**config.mk**
```make
export PLATFORM = sky130hd
export DESIGN_NAME = uart_tx_fifo
export DESIGN_NICKNAME = d
export VERILOG_FILES = /design/src/rtl/uart_tx_fifo.sv
export SDC_FILE = /design/constraint.sdc
export NUM_CORES = 1
export LEC_CHECK = 0
export ABC_AREA = 1
export BUFFER_PORTS_ARGS = -buffer_cell sky130_fd_sc_hd__clkbuf_2
export CAP_MARGIN = 20
export CORE_MARGIN = 3
export CORE_UTILIZATION = 37
export CTS_BUF_LIST = sky130_fd_sc_hd__clkbuf_8
export CTS_CLUSTER_DIAMETER = 120
export DETAILED_ROUTE_END_ITERATION = 12
export PLACE_DENSITY = 0.6
export SETUP_SLACK_MARGIN = 0.15
export SLEW_MARGIN = 20
export SYNTH_ARGS = -nofsm -noshare
export SYNTH_HDL_FRONTEND = slang
export SYNTH_SLANG_ARGS = --single-unit
```
**constraint.sdc**
```tcl
create_clock -name clk -period 4.5 [get_ports clk]
set_clock_uncertainty 0.2 [all_clocks]
set_input_delay 0.9 -clock clk [delete_from_list [all_inputs] [get_ports clk]]
set_output_delay 0.9 -clock clk [all_outputs]
set_load 0.01 [all_outputs]
```
**src/rtl/uart_tx_fifo.sv**
```systemverilog
`timescale 1ns/1ps
// ============================================================================
// uart_tx_fifo
// ----------------------------------------------------------------------------
// UART transmitter with an internal transmit FIFO. Producers queue words
// through a valid/ready handshake. Each word goes out LSB first as a frame:
// start bit (0), DATA_BITS data bits, an optional parity bit, and STOP_BITS
// stop bits (1). Queued frames are sent back to back with no idle gap.
//
// Build option:
//    UART_TX_PARITY_EN  when defined, a parity bit follows the data bits.
//                       It is even parity, or odd parity when PARITY_ODD=1.
//                       When undefined, there is no parity state or logic.
//
// Parameters:
//    CLK_FRE     clock frequency in MHz
//    BAUD_RATE   serial baud rate; CYCLE = CLK_FRE*1e6/BAUD_RATE clocks/bit
//    DATA_BITS   data bits per frame (5..9)
//    STOP_BITS   stop bits per frame (1 or 2)
//    FIFO_DEPTH  FIFO entries (power of two, >= 2)
//    PARITY_ODD  0 = even, 1 = odd (only with UART_TX_PARITY_EN)
//
// Ports:
//    clk            in   clock, rising edge
//    rst_n          in   asynchronous active-low reset
//    tx_data        in   word to queue
//    tx_data_valid  in   tx_data is valid
//    tx_data_ready  out  FIFO not full; a push happens on valid && ready
//    tx_pin         out  registered serial output, idles high
//    tx_busy        out  FSM not idle or FIFO non-empty
//    fifo_count     out  queued words, not counting the frame in flight
// ============================================================================
module uart_tx_fifo #(
   parameter int CLK_FRE    = 50,
   parameter int BAUD_RATE  = 115200,
   parameter int DATA_BITS  = 8,
   parameter int STOP_BITS  = 1,
   parameter int FIFO_DEPTH = 16,
   parameter int PARITY_ODD = 0
) (
   input  logic                          clk,
   input  logic                          rst_n,
   input  logic [DATA_BITS-1:0]          tx_data,
   input  logic                          tx_data_valid,
   output logic                          tx_data_ready,
   output logic                          tx_pin,
   output logic                          tx_busy,
   output logic [$clog2(FIFO_DEPTH):0]   fifo_count
);

   localparam int CYCLE = CLK_FRE * 1000000 / BAUD_RATE;
   localparam int AW    = $clog2(FIFO_DEPTH);
   localparam int CW    = AW + 1;
   localparam int BW    = $clog2(DATA_BITS);

   // PARITY_ODD takes only the values 0 and 1; any other value selects
   // this marker block, which is visible in the elaborated hierarchy.
   generate
      if (PARITY_ODD != 0 && PARITY_ODD != 1) begin : g_parity_odd_out_of_range
      end
   endgenerate

   typedef enum logic [2:0] {
      IDLE,
      START,
      DATA,
`ifdef UART_TX_PARITY_EN
      PARITY,
`endif
      STOP
   } state_t;

   state_t                state;
   state_t                state_next;

   logic [DATA_BITS-1:0]  mem [FIFO_DEPTH];
   logic [AW:0]           wr_ptr;
   logic [AW:0]           rd_ptr;
   logic [CW-1:0]         count_next;
   logic                  empty;
   logic                  push;
   logic                  pop;

   logic [15:0]           cycle_cnt;
   logic [BW-1:0]         bit_cnt;
   logic                  stop_cnt;
   logic [DATA_BITS-1:0]  data_latch;
   logic                  bit_end;
   logic                  last_data;
   logic                  last_stop;

   // ------------------------------------------------------------------------
   // FIFO
   // ------------------------------------------------------------------------
   // Pointers carry one extra wrap bit, so equal pointers mean empty while
   // pointers differing only in the top bit mean full.
   assign empty = (wr_ptr == rd_ptr);
   assign push  = tx_data_valid && tx_data_ready;

   always_ff @(posedge clk) begin
      if (push) begin
         mem[wr_ptr[AW-1:0]] <= tx_data;
      end
   end

   always_comb begin
      count_next = fifo_count;
      case ({push, pop})
         2'b10:   count_next = fifo_count + 1'b1;
         2'b01:   count_next = fifo_count - 1'b1;
         default: count_next = fifo_count;
      endcase
   end

   // Ready is registered off the next count, so a pop on the same edge as a
   // full FIFO does not reopen the input until the following cycle.
   always_ff @(posedge clk or negedge rst_n) begin
      if (!rst_n) begin
         wr_ptr        <= '0;
         rd_ptr        <= '0;
         fifo_count    <= '0;
         tx_data_ready <= 1'b1;
      end else begin
         if (push) begin
            wr_ptr <= wr_ptr + 1'b1;
         end
         if (pop) begin
            rd_ptr <= rd_ptr + 1'b1;
         end
         fifo_count    <= count_next;
         tx_data_ready <= (count_next != CW'(FIFO_DEPTH));
      end
   end

   // ------------------------------------------------------------------------
   // Transmit FSM
   // ------------------------------------------------------------------------
   assign bit_end   = (cycle_cnt == 16'(CYCLE - 1));
   assign last_data = (bit_cnt == BW'(DATA_BITS - 1));
   assign last_stop = (stop_cnt == 1'(STOP_BITS - 1));

   always_ff @(posedge clk or negedge rst_n) begin
      if (!rst_n) begin
         state <= IDLE;
      end else begin
         state <= state_next;
      end
   end

   // Pops are decided from the FIFO state before the edge, so a word pushed
   // into an empty FIFO is not popped until the following edge.
   always_comb begin
      state_next = state;
      pop        = 1'b0;
      case (state)
         IDLE: begin
            if (!empty) begin
               pop        = 1'b1;
               state_next = START;
            end
         end
         START: begin
            if (bit_end) begin
               state_next = DATA;
            end
         end
         DATA: begin
            if (bit_end && last_data) begin
`ifdef UART_TX_PARITY_EN
               state_next = PARITY;
`else
               state_next = STOP;
`endif
            end
         end
`ifdef UART_TX_PARITY_EN
         PARITY: begin
            if (bit_end) begin
               state_next = STOP;
            end
         end
`endif
         STOP: begin
            // Chaining straight into START keeps queued frames gap-free.
            if (bit_end && last_stop) begin
               if (!empty) begin
                  pop        = 1'b1;
                  state_next = START;
               end else begin
                  state_next = IDLE;
               end
            end
         end
         default: begin
            state_next = IDLE;
         end
      endcase
   end

   // Bit timing and position counters. cycle_cnt restarts at each bit
   // boundary and stays cleared while idle, so the first bit after a pop
   // lasts a full CYCLE.
   always_ff @(posedge clk or negedge rst_n) begin
      if (!rst_n) begin
         cycle_cnt  <= '0;
         bit_cnt    <= '0;
         stop_cnt   <= 1'b0;
         data_latch <= '0;
      end else begin
         if (state == IDLE || bit_end) begin
            cycle_cnt <= '0;
         end else begin
            cycle_cnt <= cycle_cnt + 16'd1;
         end

         if (state != DATA) begin
            bit_cnt <= '0;
         end else if (bit_end) begin
            bit_cnt <= last_data ? '0 : bit_cnt + 1'b1;
         end

         if (state != STOP) begin
            stop_cnt <= 1'b0;
         end else if (bit_end) begin
            stop_cnt <= last_stop ? 1'b0 : stop_cnt + 1'b1;
         end

         if (pop) begin
            data_latch <= mem[rd_ptr[AW-1:0]];
         end
      end
   end

   // ------------------------------------------------------------------------
   // Serial output
   // ------------------------------------------------------------------------
`ifdef UART_TX_PARITY_EN
   logic parity_bit;
   assign parity_bit = (^data_latch) ^ 1'(PARITY_ODD);
`endif

   // The pin is registered from the current state, so it trails the FSM by
   // one clock. Every bit still lasts exactly CYCLE clocks on the pin.
   always_ff @(posedge clk or negedge rst_n) begin
      if (!rst_n) begin
         tx_pin <= 1'b1;
      end else begin
         case (state)
            START:   tx_pin <= 1'b0;
            DATA:    tx_pin <= data_latch[bit_cnt];
`ifdef UART_TX_PARITY_EN
            PARITY:  tx_pin <= parity_bit;
`endif
            default: tx_pin <= 1'b1;
         endcase
      end
   end

   assign tx_busy = (state != IDLE) || !empty;

endmodule

```
# Word level (Yosys, flattened, before mapping)
# Memories as Yosys holds them, arrays and structs flattened. A register that Yosys moved wholly into a read port is not among the register bits.
# Cells that the tools add are included.
[word_totals]
ff_bits = 40
latchBits = 0
ramBits = 128
mem_bits_ro = 0
wordCells = 68
mem_count = 1
[mem_list]
columns = ["name", "depth", "width", "rd", "rd_ports_with_merged_regs", "wr", "line_no", "rtl"]
rows = [
  ["mem", 16, 8, 1, 1, 1, "76", "logic [DATA_BITS-1:0] mem [FIFO_DEPTH];"],
]
[classes]
addsub = 7
mul = 0
div_mod_pow = 0
magnitude_cmp = 1
n_eq_ne = 15
shift = 0
n_mux = 22
bitwise = 1
n_reduce_logical = 12
[op_table]
columns = ["cell", "count"]
rows = [
  ["two-way mux 3 bit", 7],
  ["adder 16 x 1 -> 16 bit, second input constant", 1],
  ["== test 16 x 9 -> 1 bit, second input constant", 1],
  ["two-way mux 16 bit", 1],
  ["adder 5 x 1 -> 5 bit, second input constant", 3],
  ["one-hot mux 3 bit (4 select lines)", 1],
  ["one-hot mux 5 bit (2 select lines)", 1],
  ["two-way mux 1 bit", 9],
  ["!= test 2 bit, second input constant", 4],
  ["== test 3 x 2 -> 1 bit, second input constant", 2],
  ["!= test 3 x 2 -> 1 bit, second input constant", 2],
  ["== test 5 bit", 1],
  ["!= test 5 bit, second input constant", 1],
  ["subtractor 5 x 1 -> 5 bit, second input constant", 1],
  ["less-than comparator 3 x 4 -> 1 bit, second input constant", 1],
  ["one-hot mux 1 bit (2 select lines)", 2],
  ["AND reduction 4 bit", 1],
  ["nonzero test 2 bit", 2],
  ["adder 3 x 1 -> 3 bit, second input constant", 1],
  ["binary-select mux 1 bit (select 3 bit)", 1],
  ["== test 3 x 1 -> 1 bit, second input constant", 1],
  ["== test 3 bit, second input constant", 1],
  ["logical AND 1 bit", 3],
  ["zero test 3 bit", 1],
  ["other kinds (7)", 9],
]

# Longest topological paths before layout
# Gate-level depths: netlist of the first run.
[logic_depth]
ltp_word = 7
depth_mapped = 19
depth_no_buf = 19

# Least setup slack after synthesis of the first run
# Ideal clock, no wire load.
[synth_timing]
path_kind = "register -> register"
from = "register rd_ptr[1]"
to = "register tx_data_ready"
arrival_ns = 2.322
required_ns = 4.220
slack_ns = 1.898
stages_incl_launch_ff = 15
n_path_buf = 2
synth_period_minus_slack_ns = 2.602
path_cell_list = "dfrtp_1 > buf_2 > xnor2_1 > nand2_1 > nor2_2 > nor2_4 > nand2_2 > inv_2 > buf_2 > ha_1 > inv_1 > o21ai_0 > or2_2 > nor2_1 > nand3_2"
[synth_between]
elab_chain_len = 7
elab_cells_between_ends = 8
cone_classes = "4 x eq/ne; 4 x mux"
[synth_rtl]
columns = ["item", "line_no", "rtl"]
rows = [
  ["start: declaration", "78", "logic [AW:0] rd_ptr;"],
  ["start signal: assignment", "128", "rd_ptr <= rd_ptr + 1'b1;"],
  ["== test 5 bit (*)", "97", "assign empty = (wr_ptr == rd_ptr);"],
  ["two-way mux 1 bit (*)", "157, 186", ""],
  ["two-way mux 1 bit", "185", "if (bit_end && last_stop) begin"],
  ["one-hot mux 1 bit (2 select lines) (*)", "155", "case (state)"],
  ["== test 2 x 1 -> 1 bit / == test 2 bit (equally long branches)", "108", "case ({push, pop})"],
  ["one-hot mux 5 bit (2 select lines) (*)", "108", ""],
  ["via count_next[1]", "79", "logic [CW-1:0] count_next;"],
  ["!= test 5 bit (*)", "131", "tx_data_ready <= (count_next != CW'(FIFO_DEPTH));"],
  ["end signal: assignment", "131", ""],
  ["end: declaration", "45", "output logic tx_data_ready,"],
]
# Mark *: on every way through the listed nets, which the timed path passes. The rest lies on a longest branch.
# A chain may end at the register's enable or synchronous reset.

# Worst setup path in the final report of the first run
[layout_timing]
from = "register rd_ptr[2]"
to = "register tx_data_ready"
# Same word-level chain as after synthesis.

==> flow_summary.json, run 1 <==
{
  "synth-edff-count": 128,
  "num_rows": 51,
  "path_buf_inv": 2,
  "p_per_area_nw_per_um2": 426,
  "synth_flop_cell": "edfxtp_1",
  "synth-seq-cells": 174,
  "cts.reportedPaths.clkPinSlew_ns": 0.09,
  "hpwl_mm": 10.4,
  "io_buffer_count": 18,
  "vias_per_cell": 5.14,
  "drc_errors": 0,
  "vias": 4826,
  "setup_slack_ns": 1.43,
  "drt_iter0_markers": 382,
  "crit_chain": "xnor2_1 -> nand3_1 -> nor2_2 -> nor2_4 -> nand2_2 -> inv_2 -> ha_1 -> inv_1 -> o21ai_0 -> or2_2 -> nor2_1 -> nand3_2",
  "timing.final.crit_share": 0.682,
  "start_util": 0.381,
  "hold_violations": 0,
  "required_ns": 4.68,
  "cts_buffers": 17,
  "setup_viol": 0,
  "cts_setup_buffers": 0,
  "cp-end-kind": "register",
  "cts_tree": "built",
  "tns_ns": 0,
  "worst_slew_pin_slew_ns": 0.997,
  "synth_fp_nets": 671,
  "critPathArrivalTime_ns": 3.25,
  "synth.area.top_cells": "edfxtp_1 (51%), dfrtp_1 (15%), nor2_1 (5.4%), o21ai_0 (5.3%), nand2_1 (2.9%)",
  "max_freq_ghz": 0.326,
  "cp_top_family": "simple AND/OR/NAND/NOR gates",
  "final_antenna_net_count": 0,
  "final_nets": 687,
  "hp-start": "cycle_cnt[15]",
  "leakage_nw": 2.92,
  "grt_pass1_vias": 4734,
  "synth_cell_type_count": 40,
  "wl_mm": 15.9,
  "grt_max_degree": 68,
  "synthToLayoutAreaGrowth_pct": 10.0,
  "ys_warn_count": 0,
  "slew_headroom": 0.334,
  "maxCapViolCount": 0,
  "r2r_start": "rd_ptr[2]",
  "async_flop_share": 0.264,
  "place_congestion": 0.857,
  "rsz0062_at_grt": "false",
  "syn_avg_cell_area_um2": 11.6,
  "critPathKind": "register to register",
  "antenna_found_initial": 0,
  "start_kind": "register",
  "cts_max_level": 4,
  "ctsHoldBuffers": 0,
  "final_cells": 938,
  "synth.top_cell.area_share": 0.514,
  "yosysMostFrequentCell": "edfxtp_1",
  "synthesis.area_um2": 7480,
  "fin_crit_ns": 3.07,
  "min_path_type": "register to register",
  "drv_slew": 0,
  "clock_latency_ns": 0.45,
  "startpoint": "rd_ptr[2]",
  "die_y_um": 148,
  "dieArea_um2": 22000,
  "detailedPlace.worstSlack_ns": 1.47,
  "cp_max_fo": 18,
  "clock_path_buffers": 2,
  "grt.total_usage": 0.150,
  "grt_pass1_wl_mm": 25.3,
  "ios": 19,
  "wl_per_cell_um": 17.0,
  "ir_drop_uv": 173,
  "placed_cells": 907,
  "clkSinkCount": 174,
  "drtPass1Iterations": 4,
  "core_um2": 19700,
  "drive_gt1_frac": 0.140,
  "yosys-top-cells-count": "edfxtp_1 (128), nor2_1 (108), o21ai_0 (79), nand2_1 (57), dfrtp_1 (44)",
  "syn_inst": 645,
  "cts.repair.resized": 0,
  "cts_root_buf": "clkbuf_8",
  "synth_top_cell_by_area": "edfxtp_1",
  "crit_path_max_incr_delay_ns": 0.75,
  "fp.dieW_um": 148,
  "grt.overflow.total": 0,
  "status": "finished clean",
  "slowest_stage": "dfrtp_1",
  "ys_seq_area_frac": 0.668,
  "diodes": 0
}
area by class of cell:
cell class	count	area [um^2]
fill	1867	11400
sequential	174	5000
multi-input combinational	398	2200
tap	265	332
clock buffer	17	234
inverter	48	180
clock inverter	14	161
timing repair buffer	22	123
final timing paths:
| check | to | slack, ns | cells after the start |
|---|---|---|---|
| min in group asynchronous | cycle_cnt[6] | 0.30 | 1 |
| max in group asynchronous | rd_ptr[0] | 3.33 | 1 |
| min | cycle_cnt[15] | 0.27 | 1 |
| max reg2reg | tx_data_ready | 1.43 | 12 |
| min reg2reg | cycle_cnt[15] | 0.27 | 1 |
| max | tx_data_ready | 1.43 | 12 |
sequential cells by signal, summed over array words and instances (netlist names):
signal,count
cycle_cnt,16
state,2
tx_data_ready,1
rd_ptr,5
data_latch,8
tx_pin,1
fifo_count,5
mem,128
wr_ptr,5
bit_cnt,3
cells in the final DEF (no fill, tap or decap), drive strengths merged, types with 7 or more instances in the layout:
cell type and n:
edfxtp 128, nor2 118, o21ai 82, nand2 64, inv 51, dfrtp 44
clkbuf 35, o22ai 21, nand3 19, a21oi 18, ha 15, o221ai 13
xor2 9, nor3 7
metrics by stage:
stage | util | instance area [um^2] | total power [W] | hold slack (ns)
2_1_floorplan | - | 7480 | 0.00228 | 0.238
3_3_place_gp | 0.398 | 7830 | 0.00244 | 0.253
3_5_place_dp | 0.399 | 7830 | 0.00246 | 0.258
4_1_cts | 0.419 | 8230 | 0.00353 | 0.273
5_1_grt | 0.419 | 8230 | 0.00367 | 0.325
6_report | 0.419 | 8230 | 0.00350 | 0.272
cell families after synthesis:
kind of cell,synth area share
compound gates,0.120
xor+xnor,0.0162
buf+inv,0.0375
flops,0.668
simple gates,0.133
fa+ha+maj,0.0251
routing by layer:
metal | wire [um] | track usage | vias up
met5 | 0 | 0 | -
met4 | 203 | 0.0453 | 0
met3 | 977 | 0.0399 | 11
met2 | 7420 | 0.232 | 118
met1 | 7330 | 0.209 | 2379
li1 | - | - | 2318
power by group:
group | switching [W] | leakage (nW) | total [W] | internal (W)
logic | 0.000312 | 1.00 | 0.000445 | 0.000133
clock network | 0.000582 | 0.189 | 0.00108 | 0.000501
registers | 0.0000876 | 1.73 | 0.00198 | 0.00189
Note: power is estimated with default switching activity, not from simulation.
==> run 2, diff against run 1 <==
Settings changed: PLACE_DENSITY 0.6 to 0.62.
Clock period 4.5 ns to 2.6 ns, I/O delays scaled along.
==> run 2 against run 1 <==
  * Die area unchanged
  * Sequential power rose by 71%
  * Core utilization up 2.5 points
  * Design area rose by 6.0%
  * Worst setup slack got worse by 1.2 ns
  * Non-clock buffer count up 47
  * Maximum frequency rose by 31%
  * Final cell count rose by 5.1%
  * Via count rose by 6.1%
  * Critical path depth up 3
==> flow_summary.json, run 2 (synthesis results as in run 1) <==
{
  "clock_path_buffers": 2,
  "nFillCells": 1853,
  "hold_slack_ns": 0.290,
  "setup_viol": 0,
  "fp.dieW_um": 148,
  "largest_reg_flops": 128,
  "io_buffer_count": 18,
  "crit_path_max_incr_delay_ns": 0.44,
  "cp_max_fo": 4,
  "crit_chain": "nor2_1 -> nand2_2 -> nor2_4 -> nand3_2 -> nand2_4 -> nand3_4 -> nand2_2 -> nand2_1 -> inv_2 -> ha_2 -> nand2_2 -> o21ai_2 -> or2_4 -> nor2_4 -> nand3_2",
  "cts_tree": "built",
  "slew_headroom": 0.395,
  "tns_ns": 0,
  "die_y_um": 148,
  "fin_util": 0.444,
  "dpl-instance-area_um2": 8050,
  "diodes": 0,
  "grt.overflow.total": 0,
  "fin_crit_ns": 2.34,
  "hold_violations": 0,
  "wl_per_cell_um": 16.9,
  "grt.total_usage": 0.156,
  "drc_errors": 0,
  "synthToLayoutAreaGrowth_pct": 16.6,
  "max_freq_ghz": 0.427,
  "critPathKind": "register to register",
  "switching_share": 0.294,
  "cp-end-kind": "register",
  "pwr-share-clk": 0.301,
  "hpwl_mm": 10.6,
  "wl_mm": 16.7,
  "critPathArrivalTime_ns": 2.53,
  "final_antenna_net_count": 0,
  "vias_per_cell": 5.19,
  "leakage_nw": 3.21,
  "cts_buffers": 17,
  "final_common_cell": "edfxtp_1",
  "antenna_found_initial": 0,
  "drive_gt1_frac": 0.227,
  "status": "finished clean",
  "cts.reportedPaths.clkPinSlew_ns": 0.10,
  "p_switching_w": 0.00184,
  "min_path_type": "register to register",
  "clkSinkCount": 174,
  "num_rows": 51,
  "slowest_stage": "dfrtp_1",
  "vias": 5119,
  "clock_latency_ns": 0.46,
  "start_kind": "register",
  "place_congestion": 0.849,
  "ir_drop_uv": 352,
  "drt_iter0_markers": 329,
  "intPower_w": 0.00442,
  "core_um2": 19700,
  "placed_cells": 932,
  "required_ns": 2.79,
  "cts_root_buf": "clkbuf_8",
  "cts_max_level": 4,
  "drv_slew": 0,
  "worst_slew_pin_slew_ns": 0.907,
  "maxCapViolCount": 0,
  "grt_pass1_vias": 5043,
  "ios": 19,
  "timing.final.crit_share": 0.900,
  "grt_pass1_wl_mm": 26.6,
  "grt_max_degree": 68,
  "drtPass1Iterations": 4,
  "p_per_area_nw_per_um2": 717,
  "seqPwrFrac": 0.543,
  "dieArea_um2": 22000,
  "final_nets": 734,
  "final_area_um2": 8720,
  "start_util": 0.381,
  "crit_top_cell": "nand2_2",
  "rsz0062_at_grt": "true",
  "pwr-share-comb": 0.157,
  "final_cells": 986,
  "layout_common_cells": "edfxtp_1 (128), nor2_1 (105), o21ai_0 (78)"
}
==> run 2: cell types whose count changed in the layout (fill, tap and decap cells not counted), moves of 4 or more <==
cell	change
buf_4	+44
ha_1	-4
nand2_1	-5
nand2_2	+4
==> run 2: repair_timing <==
| item | CTS | global route |
|---|---|---|
| setup buffers | 16 | 5 |
| endpoints found under the setup margin | 2 | 13 |
| hold buffers | 1 | 0 |
| pin swaps | 5 | 14 |
| endpoints found under the hold margin | 33 | 0 |
| resized for setup | 4 | 22 |
==> run 2: worst paths after layout <==
path | startpoint | endpoint | slack [ns] | cells past startpoint
worst min-delay path | cycle_cnt[15] | cycle_cnt[15] | 0.29 | 1
max in group asynchronous | rst_n | data_latch[2] | 1.06 | 3
min in group asynchronous | rst_n | cycle_cnt[7] | 0.52 | 2
worst max-delay path | cycle_cnt[2] | tx_data_ready | 0.26 | 15
worst min register to register | cycle_cnt[15] | cycle_cnt[15] | 0.29 | 1
worst max register to register | cycle_cnt[2] | tx_data_ready | 0.26 | 15
==> run 2: final cells by class <==
class	instances	area [um^2]	area share
clock buffers	17	234	0.0268
well taps	265	332	0.0380
inverters	48	180	0.0207
multi-input cells	398	2310	0.265
clock inverters	15	174	0.0199
flip-flops and latches	174	5000	0.573
repair buffers	69	494	0.0567
==> run 2: per-layer routing <==
layer / global-route usage / up-vias / part of all wire
met1: 0.215 / 2533 / 0.46
li1: - / 2421 / -
met5: 0 / - / 0
met4: 0.0550 / 0 / 0.026
met3: 0.0360 / 28 / 0.047
met2: 0.244 / 137 / 0.47
==> run 2: metrics by stage <==
| stage | power (W) | setup WS (ns) |
|---|---|---|
| after floorplan | 0.00395 | 0.154 |
| after global placement | 0.00427 | 0.121 |
| after detailed placement | 0.00431 | 0.0407 |
| after CTS | 0.00622 | 0.152 |
| after global routing | 0.00655 | 0.0792 |
| final | 0.00625 | 0.260 |
==> run 2: worst max-delay path, delay by kind of cell (launching register included) <==
kind	cells	cell delay, ns
compound gates	1	0.06
flops	1	0.44
simple gates	12	1.26
fa+ha+maj	1	0.26
buf+inv	1	0.06
==> run 2: power by group through the flow <==
| stage | logic [W] | registers (W) | clock network [W] |
|---|---|---|---|
| final | 0.000979 | 0.00339 | 0.00188 |
| after global routing | 0.00108 | 0.00342 | 0.00205 |
| after CTS | 0.000908 | 0.00339 | 0.00193 |
| after detailed placement | 0.000846 | 0.00346 | 0 |
| after global placement | 0.000814 | 0.00346 | 0 |
| after floorplan | 0.000507 | 0.00344 | 0 |
